`src/rtl/ctrl_config_reloj.sv`:
```
// Purpose: steps the user through editing the time, date and timer register groups and commits each group to the register bank.
// Latency: all outputs are registered; a button sampled at edge N is visible after edge N, and LOAD takes exactly one cycle.
// Backpressure: WRITE holds wr_req, the edit data and funcion_conf stable until wr_ack is sampled high; buttons are ignored while it waits.
module ctrl_config_reloj #(
  parameter int unsigned TIMEOUT_CYC = 1000000
) (
  input  logic       clk,
  input  logic       reset_n,
  input  logic       btn_modo,
  input  logic       btn_izq,
  input  logic       btn_der,
  input  logic       btn_arriba,
  input  logic       btn_abajo,
  input  logic [7:0] cur_f0,
  input  logic [7:0] cur_f1,
  input  logic [7:0] cur_f2,
  input  logic       wr_ack,
  output logic [2:0] funcion_conf,
  output logic [1:0] campo_sel,
  output logic [7:0] ed_f0,
  output logic [7:0] ed_f1,
  output logic [7:0] ed_f2,
  output logic       wr_req,
  output logic       editando
);

  localparam int unsigned   CW       = $clog2(TIMEOUT_CYC);
  localparam logic [CW-1:0] CNT_LAST = CW'(TIMEOUT_CYC - 1);

  typedef enum logic [1:0] {S_IDLE, S_LOAD, S_EDIT, S_WRITE} state_t;
  typedef enum logic [1:0] {M_HORA, M_FECHA, M_TIMER} modo_t;

  state_t        state, state_nxt;
  modo_t         modo, modo_nxt;
  logic [CW-1:0] cnt, cnt_nxt;
  logic [1:0]    campo_nxt;
  logic [7:0]    f0_nxt, f1_nxt, f2_nxt;

  // Lowest legal value of a field: day and month start at 1, everything else at 0.
  function automatic logic [7:0] fld_min(input modo_t m, input logic [1:0] idx);
    fld_min = 8'd0;
    if (m == M_FECHA && idx != 2'd2) fld_min = 8'd1;
  endfunction

  // Highest legal value of a field; day-of-month is not checked against the month.
  function automatic logic [7:0] fld_max(input modo_t m, input logic [1:0] idx);
    if (m == M_FECHA) begin
      case (idx)
        2'd0:    fld_max = 8'd31;
        2'd1:    fld_max = 8'd12;
        default: fld_max = 8'd99;
      endcase
    end else begin
      fld_max = (idx == 2'd2) ? 8'd23 : 8'd59;
    end
  endfunction

  // Out-of-range register contents are replaced by the field minimum on load.
  function automatic logic [7:0] fld_load(input modo_t m, input logic [1:0] idx, input logic [7:0] v);
    fld_load = (v < fld_min(m, idx) || v > fld_max(m, idx)) ? fld_min(m, idx) : v;
  endfunction

  function automatic logic [7:0] fld_up(input modo_t m, input logic [1:0] idx, input logic [7:0] v);
    fld_up = (v >= fld_max(m, idx)) ? fld_min(m, idx) : v + 8'd1;
  endfunction

  function automatic logic [7:0] fld_dn(input modo_t m, input logic [1:0] idx, input logic [7:0] v);
    fld_dn = (v <= fld_min(m, idx)) ? fld_max(m, idx) : v - 8'd1;
  endfunction

  function automatic logic [2:0] modo_code(input modo_t m);
    case (m)
      M_HORA:  modo_code = 3'b001;
      M_FECHA: modo_code = 3'b010;
      M_TIMER: modo_code = 3'b100;
      default: modo_code = 3'b000;
    endcase
  endfunction

  // Next-state and next working-copy computation; one button acted on per cycle in EDIT.
  always_comb begin
    state_nxt = state;
    modo_nxt  = modo;
    cnt_nxt   = cnt;
    campo_nxt = campo_sel;
    f0_nxt    = ed_f0;
    f1_nxt    = ed_f1;
    f2_nxt    = ed_f2;
    case (state)
      S_IDLE: begin
        if (btn_modo) begin
          modo_nxt  = M_HORA;
          state_nxt = S_LOAD;
        end
      end
      S_LOAD: begin
        f0_nxt    = fld_load(modo, 2'd0, cur_f0);
        f1_nxt    = fld_load(modo, 2'd1, cur_f1);
        f2_nxt    = fld_load(modo, 2'd2, cur_f2);
        campo_nxt = 2'd0;
        cnt_nxt   = '0;
        state_nxt = S_EDIT;
      end
      S_EDIT: begin
        cnt_nxt = '0;
        if (btn_modo) begin
          state_nxt = S_WRITE;
        end else if (btn_izq) begin
          campo_nxt = (campo_sel == 2'd0) ? 2'd2 : campo_sel - 2'd1;
        end else if (btn_der) begin
          campo_nxt = (campo_sel == 2'd2) ? 2'd0 : campo_sel + 2'd1;
        end else if (btn_arriba) begin
          case (campo_sel)
            2'd0:    f0_nxt = fld_up(modo, 2'd0, ed_f0);
            2'd1:    f1_nxt = fld_up(modo, 2'd1, ed_f1);
            2'd2:    f2_nxt = fld_up(modo, 2'd2, ed_f2);
            default: ;
          endcase
        end else if (btn_abajo) begin
          case (campo_sel)
            2'd0:    f0_nxt = fld_dn(modo, 2'd0, ed_f0);
            2'd1:    f1_nxt = fld_dn(modo, 2'd1, ed_f1);
            2'd2:    f2_nxt = fld_dn(modo, 2'd2, ed_f2);
            default: ;
          endcase
        end else if (cnt == CNT_LAST) begin
          // Abandon the edit silently; the working copy is left as it was.
          cnt_nxt   = cnt;
          state_nxt = S_IDLE;
        end else begin
          cnt_nxt = cnt + CW'(1);
        end
      end
      S_WRITE: begin
        if (wr_ack) begin
          case (modo)
            M_HORA: begin
              modo_nxt  = M_FECHA;
              state_nxt = S_LOAD;
            end
            M_FECHA: begin
              modo_nxt  = M_TIMER;
              state_nxt = S_LOAD;
            end
            default: state_nxt = S_IDLE;
          endcase
        end
      end
      default: state_nxt = S_IDLE;
    endcase
  end

  // State, group, counter and output registers; outputs are derived from next-state so they line up with the state.
  always_ff @(posedge clk or negedge reset_n) begin
    if (!reset_n) begin
      state        <= S_IDLE;
      modo         <= M_HORA;
      cnt          <= '0;
      campo_sel    <= 2'd0;
      ed_f0        <= 8'd0;
      ed_f1        <= 8'd0;
      ed_f2        <= 8'd0;
      funcion_conf <= 3'b000;
      wr_req       <= 1'b0;
      editando     <= 1'b0;
    end else begin
      state        <= state_nxt;
      modo         <= modo_nxt;
      cnt          <= cnt_nxt;
      campo_sel    <= campo_nxt;
      ed_f0        <= f0_nxt;
      ed_f1        <= f1_nxt;
      ed_f2        <= f2_nxt;
      funcion_conf <= (state_nxt == S_IDLE) ? 3'b000 : modo_code(modo_nxt);
      wr_req       <= (state_nxt == S_WRITE);
      editando     <= (state_nxt == S_EDIT);
    end
  end

endmodule
```
`config.mk`:
```
export PLATFORM = sky130hd
export DESIGN_NAME = ctrl_config_reloj
export DESIGN_NICKNAME = d
export VERILOG_FILES = /design/src/rtl/ctrl_config_reloj.sv
export SDC_FILE = /design/constraint.sdc
export NUM_CORES = 1
export LEC_CHECK = 0
export ABC_AREA = 1
export BUFFER_PORTS_ARGS = -buffer_cell sky130_fd_sc_hd__buf_2
export CORE_ASPECT_RATIO = 1.75
export CORE_MARGIN = 2
export CORE_UTILIZATION = 50
export DETAILED_ROUTE_END_ITERATION = 8
export GPL_ROUTABILITY_DRIVEN = 0
export PLACE_DENSITY = 0.76
export SLEW_MARGIN = 10
export SYNTH_ARGS = -nofsm -noshare
export SYNTH_HDL_FRONTEND = slang
export SYNTH_SLANG_ARGS = --single-unit
```
`constraint.sdc`:
```
create_clock -name clk -period 2.5 [get_ports clk]
set_input_delay 0.125 -clock clk [delete_from_list [all_inputs] [get_ports clk]]
set_output_delay 0.125 -clock clk [all_outputs]
set_load 0.02 [all_outputs]
```
==> reports/metrics.yaml <==
num_rows: 47
synth_most_common_cell: "nand2_1"
start_util_pct: 51.3
path_max_fanout: 22
yosys.area_share.simple_pct: 32.2
synth_area_sq_mm: 0.00483
antenna_found_initial: 0
path_clk_slew_ns: 0.08
pre_cts_ws_ns: 0.219
post_cts_buffers: 0
grt_pass1_wl_um: 21100
avgRoutedWirePerCell_um: 14.3
synthTopCellsByArea: "dfrtp_1 (29%), ha_1 (11%), nand2_1 (11%)"
root_buffer: "clkbuf_16"
finalSetupTns_ns: 0
synth_fa_ha_area_share_pct: 11.4
post_drt_via_cell_ratio: 5.53
endpoint_kind: "flop"
status: "completed"
fp.dieH_um: 134
cts_buffers: 5
slew_viol_final: 0
area_growth_syn_to_layout_pct: 12.5
period_share_pct: 92.6
required_ns: 2.73
total_power_mw: 5.54
async_reset_ff_share_pct: 100
cts_tree: "built"
die_area_sq_mm: 0.0105
drive_gt1_share_pct: 16.8
grt_pass1_vias: 4887
ys_seq_elements: 55
layout.nets: 831
finalCriticalPeriod_ns: 2.31
synth_top_family_by_area: "simple AND/OR/NAND/NOR gates"
grt_util_all_layers_pct: 24.7
die_width_um: 78.3
ys_warn_count: 0
hold_ws_ns: 0.119
max_slew_margin_pct: 51.4
num_io_pins: 63
yosysSeqAreaShare_pct: 28.5
clock_sinks: 55
core-area_sq_mm: 0.00941
fillCellCount: 906
synth_area_per_cell_sq_um: 6.97
synthFlopType: "dfrtp_1"
clk_latency_ns: 0.31
yosysTopAreaCell: "dfrtp_1"
grt_max_degree: 56
crit_type: "flop to flop"
hold_viol: 0
h-tree-depth: 2
synth_compound_area_share_pct: 14.7
wirelength_um: 12500
finalSetupViolations: 0
vias: 4852
multi_input_area_sq_mm: 0.00298
synth_xor_area_share_pct: 3.27
firstDrtPassIters: 5
grt-ovfl-total: 0
synth_cells: 692
synth.area.mux_share_pct: 0
fin_ws_ns: 0.186
post-route-drc-count: 0
ir_worst_vdd_v: 0.000517
startpoint_type: "flop"
synth_edf_count: 0
yosysTopAreaCellShare_pct: 28.5
antenna_left: 0
hold_class: "input port to flop"
drtIter0Drc: 239
grt_setup_unrepaired: "true"
synth.distinct_cells: 46
dp_hpwl_um: 9690
cp.arrival_ns: 2.54
synthTopCellsByCount: "nand2_1 (139), inv_1 (92), nor2_1 (68)"
total_leakage_power_nw: 2.79
pwr_density_cell_mw_per_mm2: 1020
antennaDiodeCount: 0
worstMarginPinSlew_ns: 0.729
max_freq_mhz: 432
register_area_sq_mm: 0.00138
clockBufferDepth: 2
skew_ns: 0.00952
portBuffers: 62
synth_nets: 768
cap_viol_max_count: 0
what timing repair did:
item                                    in CTS  in global routing
resized for setup                            0                  1
hold buffers                                 1                  0
hold endpoints to repair                    47                  0
endpoints found under the setup margin       0                  4
power by group:
part	internal (mW)	switching, mW	leakage [nW]	total [mW]
registers	1.09	0.297	0.736	1.39
logic	1.17	2.28	1.99	3.45
clock network	0.371	0.340	0.0669	0.711
critical path, cell delays in order, from the launching register on:
cell and delay (ns):
dfrtp_1 0.37, inv_1 0.07, ha_2 0.17, buf_4 0.28, ha_1 0.31, a21oi_1 0.15
o21bai_1 0.07, nand2_1 0.07, nand2_1 0.05, nand2_1 0.15, nand2_1 0.09, o21ai_1 0.25
nand3_1 0.11, o21ai_0 0.08
flip-flops by register name (all words and copies together) (netlist names):
signal,flops
campo_sel,2
cnt,20
ed_f0,8
ed_f1,8
ed_f2,8
editando,1
funcion_conf,3
modo,2
state,2
wr_req,1
per-layer routing:
metal	vias up	wire length [um]	track usage (%)
met4	0	524	12.9
met2	147	6800	46.9
met1	2252	4650	25.4
met5	-	0	0
li1	2404	-	-
met3	49	564	3.63
placed cells by master (no fill, tap or decap), types with 2 or more instances in the layout:
cell type  netlist  layout
buf_4            2       8
nand2_2          8       8
nand4_1         19      19
clkbuf_16        0       5
a21oi_2          3       3
o21ai_2          2       2
a211oi_1         2       2
nand3_1         58      58
inv_1           92      92
a22oi_1          4       4
inv_2           13      13
nor2_1          68      67
a31oi_1          2       2
nor3_1          10      10
a21oi_1         50      50
buf_2            9      62
or2_1            2       2
ha_1            44      43
nand2_4          2       2
o21ai_1         12      12
xor2_1          17      17
nand2_1        139     139
nand3b_1         2       2
nor2_4           6       6
dfrtp_1         55      55
nand4_2          2       2
o22ai_1          4       3
nor2_2           6       7
o21ai_0         33      33
o211ai_1         8       8
path summary, 6_finish.rpt:
| kind | end | startpoint | depth (start not counted) | slack [ns] |
|---|---|---|---|---|
| setup / recovery | ed_f1[1]$_DFFE_PN0P_ | modo[1]$_DFF_PN0_ | 13 | 0.19 |
| hold / removal | ed_f2[1]$_DFFE_PN0P_ | cur_f2[1] | 3 | 0.12 |
| setup reg to reg | ed_f1[1]$_DFFE_PN0P_ | modo[1]$_DFF_PN0_ | 13 | 0.19 |
| hold reg to reg | cnt[3]$_DFFE_PN0P_ | cnt[3]$_DFFE_PN0P_ | 1 | 0.52 |
| max in group asynchronous | cnt[2]$_DFFE_PN0P_ | reset_n | 3 | 1.52 |
| min in group asynchronous | ed_f2[0]$_DFFE_PN0P_ | reset_n | 3 | 0.49 |
per-stage QoR:
stage                     area, sq um  cells  util, %
after floorplan                  4830    692        -
after global placement           5280    869     56.1
after detailed placement         5280    869     56.1
after CTS                        5430    878     57.7
after global routing             5430    878     57.7
final                            5430    878     57.7
kinds of logic after synthesis:
| family | Yosys count |
|---|---|
| AOI/OAI and AO/OA | 126 |
| xor gates and xnor gates | 18 |
| adders and majority gates | 44 |
| buffers and inverters | 120 |
| DFF | 55 |
| and+or+nand+nor | 329 |
cell type report:
class                           count  share of cell area, %
Multi-Input combinational cell    517                   55.0
Sequential cell                    55                   25.4
Inverter                          105                   7.26
Timing Repair Buffer               71                   7.01
Tap cell                          122                   2.81
Clock buffer                        6                   2.37
Clock inverter                      2                  0.230
Power figures use the tool's default switching activity.
